===== config.mk =====
export PLATFORM = sky130hd
export DESIGN_NAME = result_stream_tx
export DESIGN_NICKNAME = d
export VERILOG_FILES = /design/src/rtl/result_stream_pkg.sv /design/src/rtl/result_stream_tx.sv
export SDC_FILE = /design/constraint.sdc
export NUM_CORES = 1
export LEC_CHECK = 0
export ABC_CLOCK_PERIOD_IN_PS = 13400
export BUFFER_PORTS_ARGS = -buffer_cell sky130_fd_sc_hd__buf_2
export CORE_UTILIZATION = 35
export DETAILED_ROUTE_END_ITERATION = 6
export PLACE_DENSITY = 0.63
export SLEW_MARGIN = 30
export SYNTH_ARGS = -nofsm -noshare
export SYNTH_HDL_FRONTEND = slang
export SYNTH_SLANG_ARGS = --single-unit

===== constraint.sdc =====
create_clock -name clk -period 13.4 [get_ports clk]
set_input_delay 1.34 -clock clk [delete_from_list [all_inputs] [get_ports clk]]
set_output_delay 1.34 -clock clk [all_outputs]
set_load 0.01 [all_outputs]

===== src/rtl/result_stream_pkg.sv =====
// Shared constants and types for the result byte-stream transmitter.
// Frame layout: NUM_ELEM result words, then sum, then one XOR checksum byte.
package result_stream_pkg;

    localparam int NUM_ELEM       = 8;
    localparam int DATA_W         = 24;
    localparam int BYTES_PER_WORD = DATA_W / 8;
    localparam int TOTAL_BYTES    = (NUM_ELEM + 1) * BYTES_PER_WORD + 1;

    // word_idx must reach NUM_ELEM, which selects the sum word
    localparam int WORD_IDX_W = $clog2(NUM_ELEM + 1);
    localparam int BYTE_IDX_W = (BYTES_PER_WORD > 1) ? $clog2(BYTES_PER_WORD) : 1;

    typedef enum logic [1:0] {
        IDLE,
        SEND,
        CSUM
    } state_t;

    typedef logic [DATA_W-1:0] word_t;

endpackage


===== src/rtl/result_stream_tx.sv =====
// Captures a result vector and its sum on start, then streams them MSB byte
// first over valid/ready, closing the frame with an XOR checksum byte.
module result_stream_tx
    import result_stream_pkg::*;
(
    input  logic        clk,
    input  logic        rst,
    input  logic        start,
    input  word_t       c_vector [NUM_ELEM],
    input  word_t       sum,
    output logic [7:0]  tx_data,
    output logic        tx_valid,
    input  logic        tx_ready,
    output logic        busy,
    output logic        done,
    output logic        overrun
);

    state_t state, next_state;

    word_t                  cap_vec [NUM_ELEM];
    word_t                  cap_sum;
    logic [WORD_IDX_W-1:0]  word_idx;
    logic [BYTE_IDX_W-1:0]  byte_idx;
    logic [7:0]             csum;
    word_t                  cur_word;
    logic [7:0]             cur_byte;
    logic                   fire;
    logic                   last_byte;
    logic                   last_word;

    assign tx_valid  = (state != IDLE);
    assign busy      = (state != IDLE);
    assign fire      = tx_valid && tx_ready;
    assign last_byte = (byte_idx == BYTE_IDX_W'(BYTES_PER_WORD - 1));
    assign last_word = (word_idx == WORD_IDX_W'(NUM_ELEM));

    // Word index NUM_ELEM falls through to the captured sum
    always_comb begin
        cur_word = cap_sum;
        for (int i = 0; i < NUM_ELEM; i++) begin
            if (word_idx == WORD_IDX_W'(i)) begin
                cur_word = cap_vec[i];
            end
        end
        cur_byte = '0;
        for (int b = 0; b < BYTES_PER_WORD; b++) begin
            if (byte_idx == BYTE_IDX_W'(b)) begin
                cur_byte = cur_word[(BYTES_PER_WORD - 1 - b) * 8 +: 8];
            end
        end
    end

    always_comb begin
        tx_data = '0;
        case (state)
            SEND:    tx_data = cur_byte;
            CSUM:    tx_data = csum;
            default: tx_data = '0;
        endcase
    end

    always_comb begin
        next_state = state;
        case (state)
            IDLE: if (start) next_state = SEND;
            SEND: if (fire && last_byte && last_word) next_state = CSUM;
            CSUM: if (fire) next_state = IDLE;
            default: next_state = IDLE;
        endcase
    end

    always_ff @(posedge clk or posedge rst) begin
        if (rst) begin
            state <= IDLE;
        end else begin
            state <= next_state;
        end
    end

    always_ff @(posedge clk or posedge rst) begin
        if (rst) begin
            for (int i = 0; i < NUM_ELEM; i++) begin
                cap_vec[i] <= '0;
            end
            cap_sum  <= '0;
            word_idx <= '0;
            byte_idx <= '0;
            csum     <= '0;
            done     <= 1'b0;
            overrun  <= 1'b0;
        end else begin
            done <= (state == CSUM) && fire;
            if (start && (state != IDLE)) begin
                overrun <= 1'b1;
            end
            case (state)
                IDLE: begin
                    if (start) begin
                        cap_vec  <= c_vector;
                        cap_sum  <= sum;
                        csum     <= '0;
                        word_idx <= '0;
                        byte_idx <= '0;
                    end
                end
                SEND: begin
                    if (fire) begin
                        csum <= csum ^ cur_byte;
                        if (last_byte) begin
                            byte_idx <= '0;
                            if (!last_word) begin
                                word_idx <= word_idx + 1'b1;
                            end
                        end else begin
                            byte_idx <= byte_idx + 1'b1;
                        end
                    end
                end
                CSUM: begin
                    if (fire) begin
                        word_idx <= '0;
                        byte_idx <= '0;
                    end
                end
                default: begin
                    word_idx <= '0;
                    byte_idx <= '0;
                end
            endcase
        end
    end

endmodule


==> results of run 1 <==
cell usage in the layout, fill, tap and decap left out, types with 7 or more instances in the layout:
| cell type | count |
|---|---|
| dfrtp_1 | 234 |
| buf_2 | 231 |
| mux2_2 | 216 |
| nand2_1 | 71 |
| a21oi_1 | 53 |
| o21ai_0 | 48 |
| nor2_1 | 44 |
| inv_1 | 28 |
| nor2b_1 | 27 |
| clkbuf_16 | 27 |
| a221oi_1 | 21 |
| o22ai_1 | 20 |
| nand3_1 | 18 |
| nand2b_1 | 16 |
| o221ai_1 | 11 |
| buf_4 | 11 |
| a32oi_1 | 10 |
| a31oi_1 | 10 |
| or3_1 | 7 |
| a211o_1 | 7 |
| o21bai_1 | 7 |
| o21a_1 | 7 |
path summary, 6_finish.rpt:
check                                to  depth (start not counted)
setup / recovery             tx_data[6]                         11
hold / removal                  overrun                          1
setup reg to reg                csum[6]                         10
hold reg to reg                 overrun                          1
max in group asynchronous  cap_vec[170]                          3
min in group asynchronous   cap_sum[16]                          2
stage by stage:
| stage | power, mW | std cells |
|---|---|---|
| global route | 3.25 | 1698 |
| global placement | 2.35 | 1650 |
| detailed placement | 2.36 | 1650 |
| CTS | 3.10 | 1698 |
| finish | 3.09 | 1698 |
| floorplan | 1.97 | 1045 |
cell usage after synthesis (all sizes together), types with 10 or more instances:
master / instances
o21ai: 54
nor2b: 27
o221ai: 12
a221oi: 24
nand2: 72
nand2b: 16
a21oi: 54
clkbuf: 41
a31oi: 10
nor2: 46
inv: 30
o22ai: 20
dfrtp: 234
buf: 40
mux2: 216
a32oi: 10
nand3: 18
power breakdown:
part	total, mW	internal [mW]	switching (mW)	leakage, nW
clock	0.724	0.423	0.300	0.426
sequential	1.37	1.06	0.316	2.76
combinational	0.995	0.532	0.463	3.02
kinds of logic after synthesis:
kind of cell             Yosys count
buffers and inverters            111
multiplexers                     221
flip-flops                       234
AO/OA/AOI/OAI                    255
XOR/XNOR                           2
AND/OR/NAND/NOR                  215
adder cells (fa/ha/maj)            7
flip-flops by register name, summed over array words and instances, names as in the netlist:
| register | cells |
|---|---|
| cap_sum | 24 |
| state | 2 |
| done | 1 |
| byte_idx | 2 |
| cap_vec | 192 |
| word_idx | 4 |
| overrun | 1 |
| csum | 8 |
final cells by class:
class	count	share of cell area
Clock inverter	13	0.00815
Clock buffer	35	0.0542
Sequential cell	234	0.415
Tap cell	442	0.0392
Multi-Input combinational cell	700	0.386
Inverter	30	0.00851
Timing Repair Buffer	244	0.0893
routing by layer:
| metal | GRT usage | share of wire | vias to the layer above |
|---|---|---|---|
| met5 | 0 | 0 | - |
| met4 | 0.0757 | 0.033 | 0 |
| met3 | 0.0395 | 0.081 | 72 |
| met2 | 0.327 | 0.44 | 435 |
| met1 | 0.310 | 0.44 | 4621 |
| li1 | - | - | 4214 |
==> impl_metrics.json, run 1 <==
{
  "status": "finished clean",
  "crit_buf_inv": 3,
  "r2r_setup_slack_ns": 10.18,
  "cts_hold_buf": 0,
  "io_buffers": 231,
  "synth_top_family_by_area": "multiplexers",
  "cts_root_buffer": "clkbuf_16",
  "final_cell_area_um2": 14100,
  "cp_max_fo": 52,
  "cts.path.max_buffers": 3,
  "maxCapViolCount": 0,
  "die_area_um2": 34400,
  "yosys_warnings": 0,
  "dpl_cell_area_um2": 13200,
  "drtIter0Drc": 813,
  "min_from": "overrun",
  "finalSetupViolCount": 0,
  "leakage_nw": 6.21,
  "max_freq_ghz": 0.191,
  "crit_path_start_kind": "flip-flop",
  "post-cts-setup-buffers": 0,
  "relSlewSlack": 0.377,
  "syn-num-nets": 1272,
  "gp_congestion": 0.943,
  "dp_slack_ns": 8.75,
  "startpoint": "word_idx[0]",
  "hold_slack_ns": 0.457,
  "multi_input_area_um2": 5450,
  "clock_sinks": 234,
  "dpl.hpwl_mm": 27.7,
  "top_level_ports": 232,
  "ant_nets": 0,
  "clock_latency_ns": 0.54,
  "grt_max_degree": 101,
  "ctsHtreeMaxLevel": 1,
  "synth_top_area_cell": "dfrtp_1",
  "rsz0062_at_grt": "false",
  "path_class": "reg2out",
  "die_h_um": 185,
  "vias": 9342,
  "async_flop_share": 1.00,
  "regArea_um2": 5860,
  "coreArea_um2": 32800,
  "crit_path_end_kind": "primary output",
  "slowest_delay_ns": 0.58,
  "syn_area_um2": 11800,
  "crit-reg2reg-launch": "word_idx[0]",
  "wl_mm": 37.2,
  "synth.area.mux_share": 0.211,
  "synth_cell_type_count": 68,
  "drc_errors": 0,
  "slew_viol_final": 0,
  "vdd_ir_drop_max_uv": 97.9,
  "synth_adder_area_share": 0.00744,
  "synth_cells": 1045,
  "grt_usage": 0.217,
  "grt_pass1_wl_mm": 55.3,
  "overflow": 0,
  "setup_ws_ns": 8.17,
  "rows": 66,
  "wl_per_cell_um": 21.9,
  "clk_pin_slew_worst_paths_ns": 0.06,
  "yosys.area_share.simple": 0.0902,
  "cp_slowest_cell": "or3b_1",
  "finalSetupTns_ns": 0,
  "grt_pass1_vias": 9114,
  "final_util": 0.431,
  "nNetsFinal": 1464,
  "tritoncts": "yes",
  "cts_buffers": 27,
  "syn_to_final_growth_pct": 19.9,
  "n_antenna_cell": 0,
  "cp.arrival_ns": 3.89,
  "synth_edf_count": 0,
  "dr.pass1.iters": 5,
  "post-route-period-util": 0.390,
  "p_per_area_nw_per_um2": 219,
  "ys_ff_latch": 234,
  "skew_ns": 0.0211,
  "syn_avg_cell_area_um2": 11.3,
  "synth-main-ff-cell": "dfrtp_1",
  "hold_viol_final": 0,
  "synthTopCellsByArea": "dfrtp_1 50%, mux2_2 21%, nand2_1 2.3%",
  "crit_family": "compound AO/OA/AOI/OAI gates",
  "grt_antenna_before_repair": 0,
  "synth-compound-area-share": 0.152,
  "layout-drive-gt1-share": 0.420,
  "via_per_inst": 5.50,
  "required_ns": 12.06,
  "ys_seq_area_frac": 0.497,
  "path_cells": "inv_1 > ha_2 > buf_4 > or3b_1 > o22ai_1 > nand2_1 > a222oi_1 > o221ai_1 > a32oi_1 > nor2b_1 > buf_2",
  "layout_min_cycle_time_ns": 5.23,
  "cts-resized-gates": 0,
  "hp-class": "reg2reg",
  "die_x_um": 185,
  "worstMarginPinSlew_ns": 0.934,
  "yosys.area.top_type_share": 0.497,
  "initial_core_util": 0.359,
  "fillCellCount": 3184,
  "synth_xor_area_frac": 0.00149
}
(Power assumes the default switching activity.)
==> inputs of run 2 (changes only) <==
--- a/config.mk
+++ b/config.mk
@@ -5,11 +5,12 @@
 export SDC_FILE = /design/constraint.sdc
 export NUM_CORES = 1
 export LEC_CHECK = 0
-export ABC_CLOCK_PERIOD_IN_PS = 13400
+export ABC_AREA = 1
+export ABC_CLOCK_PERIOD_IN_PS = 4700
 export BUFFER_PORTS_ARGS = -buffer_cell sky130_fd_sc_hd__buf_2
 export CORE_UTILIZATION = 35
 export DETAILED_ROUTE_END_ITERATION = 6
-export PLACE_DENSITY = 0.63
+export PLACE_DENSITY = 0.65
 export SLEW_MARGIN = 30
 export SYNTH_ARGS = -nofsm -noshare
 export SYNTH_HDL_FRONTEND = slang
==> constraint.sdc (replaced) <==
create_clock -name clk -period 4.7 [get_ports clk]
set_input_delay 0.47 -clock clk [delete_from_list [all_inputs] [get_ports clk]]
set_output_delay 0.47 -clock clk [all_outputs]
set_load 0.01 [all_outputs]
==> run 2 against run 1 <==
Critical path depth increased by 6. Die area rose by 1.2%. Via count is 17% higher. Wire length up 4.1%. Final cell count grew 34%. Combinational power grew to 4.2 times the previous value. Setup slack got worse by 7.8 ns. Clock-buffer cell count is 1 lower. Global-route usage grew 0.50 points. Clock power grew to 2.9 times the previous value. Sequential power increased to 2.5 times the previous value.
==> impl_metrics.json, run 2 <==
{
  "status": "finished clean",
  "ys_ff_latch": 234,
  "finalSetupViolCount": 0,
  "skew_ns": 0.0219,
  "syn_avg_cell_area_um2": 7.28,
  "layout_common_cells": "743 x nand2_1, 234 x dfrtp_1, 231 x buf_2",
  "nNetsFinal": 2045,
  "synthTopCellsByArea": "dfrtp_1 49%, nand2_1 23%, inv_1 5.8%",
  "largest_register_ffs": 192,
  "setup_ws_ns": 0.384,
  "gp_congestion": 0.948,
  "largestRegisters": "cap_vec x192, cap_sum x24, csum x8",
  "max_freq_ghz": 0.232,
  "layout_commonest_cell": "nand2_1",
  "vdd_ir_drop_max_uv": 287,
  "finalSetupTns_ns": 0,
  "grt_antenna_before_repair": 0,
  "dp_slack_ns": 0.980,
  "grt_pass1_vias": 10900,
  "drc_errors": 0,
  "dr.pass1.iters": 5,
  "layout_min_cycle_time_ns": 4.32,
  "synth_edf_count": 0,
  "wl_mm": 38.7,
  "rsz0062_at_grt": "false",
  "clk_pin_slew_worst_paths_ns": 0.06,
  "cts-resized-gates": 0,
  "largest-register": "cap_vec",
  "post-cts-setup-buffers": 0,
  "layout-drive-gt1-share": 0.174,
  "crit_path_end_kind": "primary output",
  "multi_input_area_um2": 4920,
  "synth_commonest_cells": "744 x nand2_1, 234 x dfrtp_1, 185 x inv_1",
  "slew_viol_final": 0,
  "vias": 10900,
  "ant_nets": 0,
  "die_h_um": 187,
  "synth_top_area_cell": "dfrtp_1",
  "coreArea_um2": 33500,
  "syn_area_um2": 11900,
  "r2r_setup_slack_ns": 1.49,
  "cp.arrival_ns": 3.85,
  "swShare": 0.439,
  "cts.path.max_buffers": 3,
  "p_clk_frac": 0.216,
  "fillCellCount": 3558,
  "yosys.cell_count.top_type": "nand2_1",
  "p_per_area_nw_per_um2": 685,
  "relSlewSlack": 0.425,
  "die_x_um": 187,
  "crit_path_start_kind": "flip-flop",
  "cts_hold_buf": 0,
  "syn-num-nets": 1864,
  "rows": 67,
  "power_switching_mw": 4.27,
  "cp_max_fo": 15,
  "yosys.area.top_type_share": 0.491,
  "sequentialPowerShare": 0.356,
  "combPwrFrac": 0.428,
  "power.internal_mw": 5.46,
  "top_level_ports": 232,
  "clock_sinks": 234,
  "path_class": "reg2out",
  "grt_max_degree": 143,
  "drtIter0Drc": 838,
  "required_ns": 4.23,
  "regArea_um2": 5860,
  "ys_seq_area_frac": 0.491,
  "initial_core_util": 0.355,
  "ctsHtreeMaxLevel": 1,
  "cts_root_buffer": "clkbuf_16",
  "syn_to_final_growth_pct": 19.2,
  "grt_usage": 0.222,
  "hold_viol_final": 0,
  "leakage_nw": 7.73,
  "r2r-end": "csum[3]",
  "worstMarginPinSlew_ns": 0.860,
  "maxCapViolCount": 0,
  "io_buffers": 231,
  "cts_buffers": 26,
  "grt_pass1_wl_mm": 60.4,
  "synth_cell_type_count": 39,
  "via_per_inst": 4.77,
  "wl_per_cell_um": 17.0,
  "async_flop_share": 1.00,
  "die_area_um2": 34800,
  "hp-class": "in2async",
  "synth-main-ff-cell": "dfrtp_1",
  "reg2reg_depth": 18,
  "n_antenna_cell": 0,
  "yosys_warnings": 0,
  "clock_latency_ns": 0.55,
  "tritoncts": "yes",
  "synth_cells": 1637,
  "post-route-period-util": 0.918,
  "overflow": 0,
  "dpl.hpwl_mm": 28.5,
  "crit-reg2reg-launch": "word_idx[0]"
}
-- run 2: routing by layer --
layer	up-vias	GRT usage	routed length, um
li1	5367	-	-
met1	5124	0.316	18000
met2	333	0.348	17300
met3	64	0.0301	2270
met4	0	0.0725	1190
met5	-	0	0
-- run 2: area by class of cell --
class / instances / share of cell area
repair buffers: 239 / 0.0883
flip-flops and latches: 234 / 0.412
well taps: 448 / 0.0395
inverters: 194 / 0.0526
clock buffers: 34 / 0.0507
multi-input cells: 1123 / 0.346
clock inverters: 11 / 0.0107
-- run 2: cells by family (layout without fill, tap and decap cells) --
logic type / after synthesis / after routing / share of synthesized area
XOR/XNOR: 2 / 2 / 0.00147
adder cells (fa/ha/maj): 7 / 7 / 0.00735
flip-flops: 234 / 234 / 0.491
buffers and inverters: 280 / 478 / 0.0969
AO/OA/AOI/OAI: 204 / 204 / 0.0900
AND/OR/NAND/NOR: 910 / 910 / 0.313
-- run 2: power by group through the flow --
stage	clock (mW)	sequential, mW	combinational, mW
global placement	0	3.48	4.09
finish	2.10	3.46	4.17
detailed placement	0	3.48	4.14
global route	2.22	3.55	4.72
CTS	2.13	3.46	4.17
floorplan	0	3.28	2.86
-- run 2: stage by stage --
step	hold slack, ns	cells	power [mW]	area, um^2	utilization
5_1_grt	0.112	2283	10.5	14200	0.424
3_3_place_gp	0.446	2238	7.56	13300	0.398
2_1_floorplan	0.440	1637	6.14	11900	-
3_5_place_dp	0.439	2238	7.62	13300	0.398
6_report	0.00822	2283	9.73	14200	0.424
4_1_cts	0.106	2283	9.75	14200	0.424
-- run 2: worst max path at each step --
stage | startpoint | end | slack, ns | cells after the start
4_1_cts | word_idx[0] | tx_data[2] | 0.42 | 17
3_5_place_dp | word_idx[0] | tx_data[2] | 0.98 | 17
2_1_floorplan | rst | byte_idx[0] | 1.17 | 1
5_1_grt | word_idx[0] | tx_data[2] | 0.17 | 17
6_report | word_idx[0] | tx_data[2] | 0.38 | 17
3_3_place_gp | word_idx[0] | tx_data[2] | 1.06 | 17
-- run 2: worst max-delay path: stages, from the launching register on --
cell,delay [ns]
dfrtp_1,0.41
inv_1,0.14
ha_1,0.46
nand2_1,0.18
nor2_4,0.40
nand2_1,0.10
nand3_1,0.17
o211ai_1,0.17
nand3_1,0.16
nand2_1,0.10
nand2_1,0.09
nand2_1,0.06
nand2_1,0.05
nand2_1,0.13
nand2_1,0.11
nand3_1,0.08
a21oi_1,0.29
buf_2,0.20
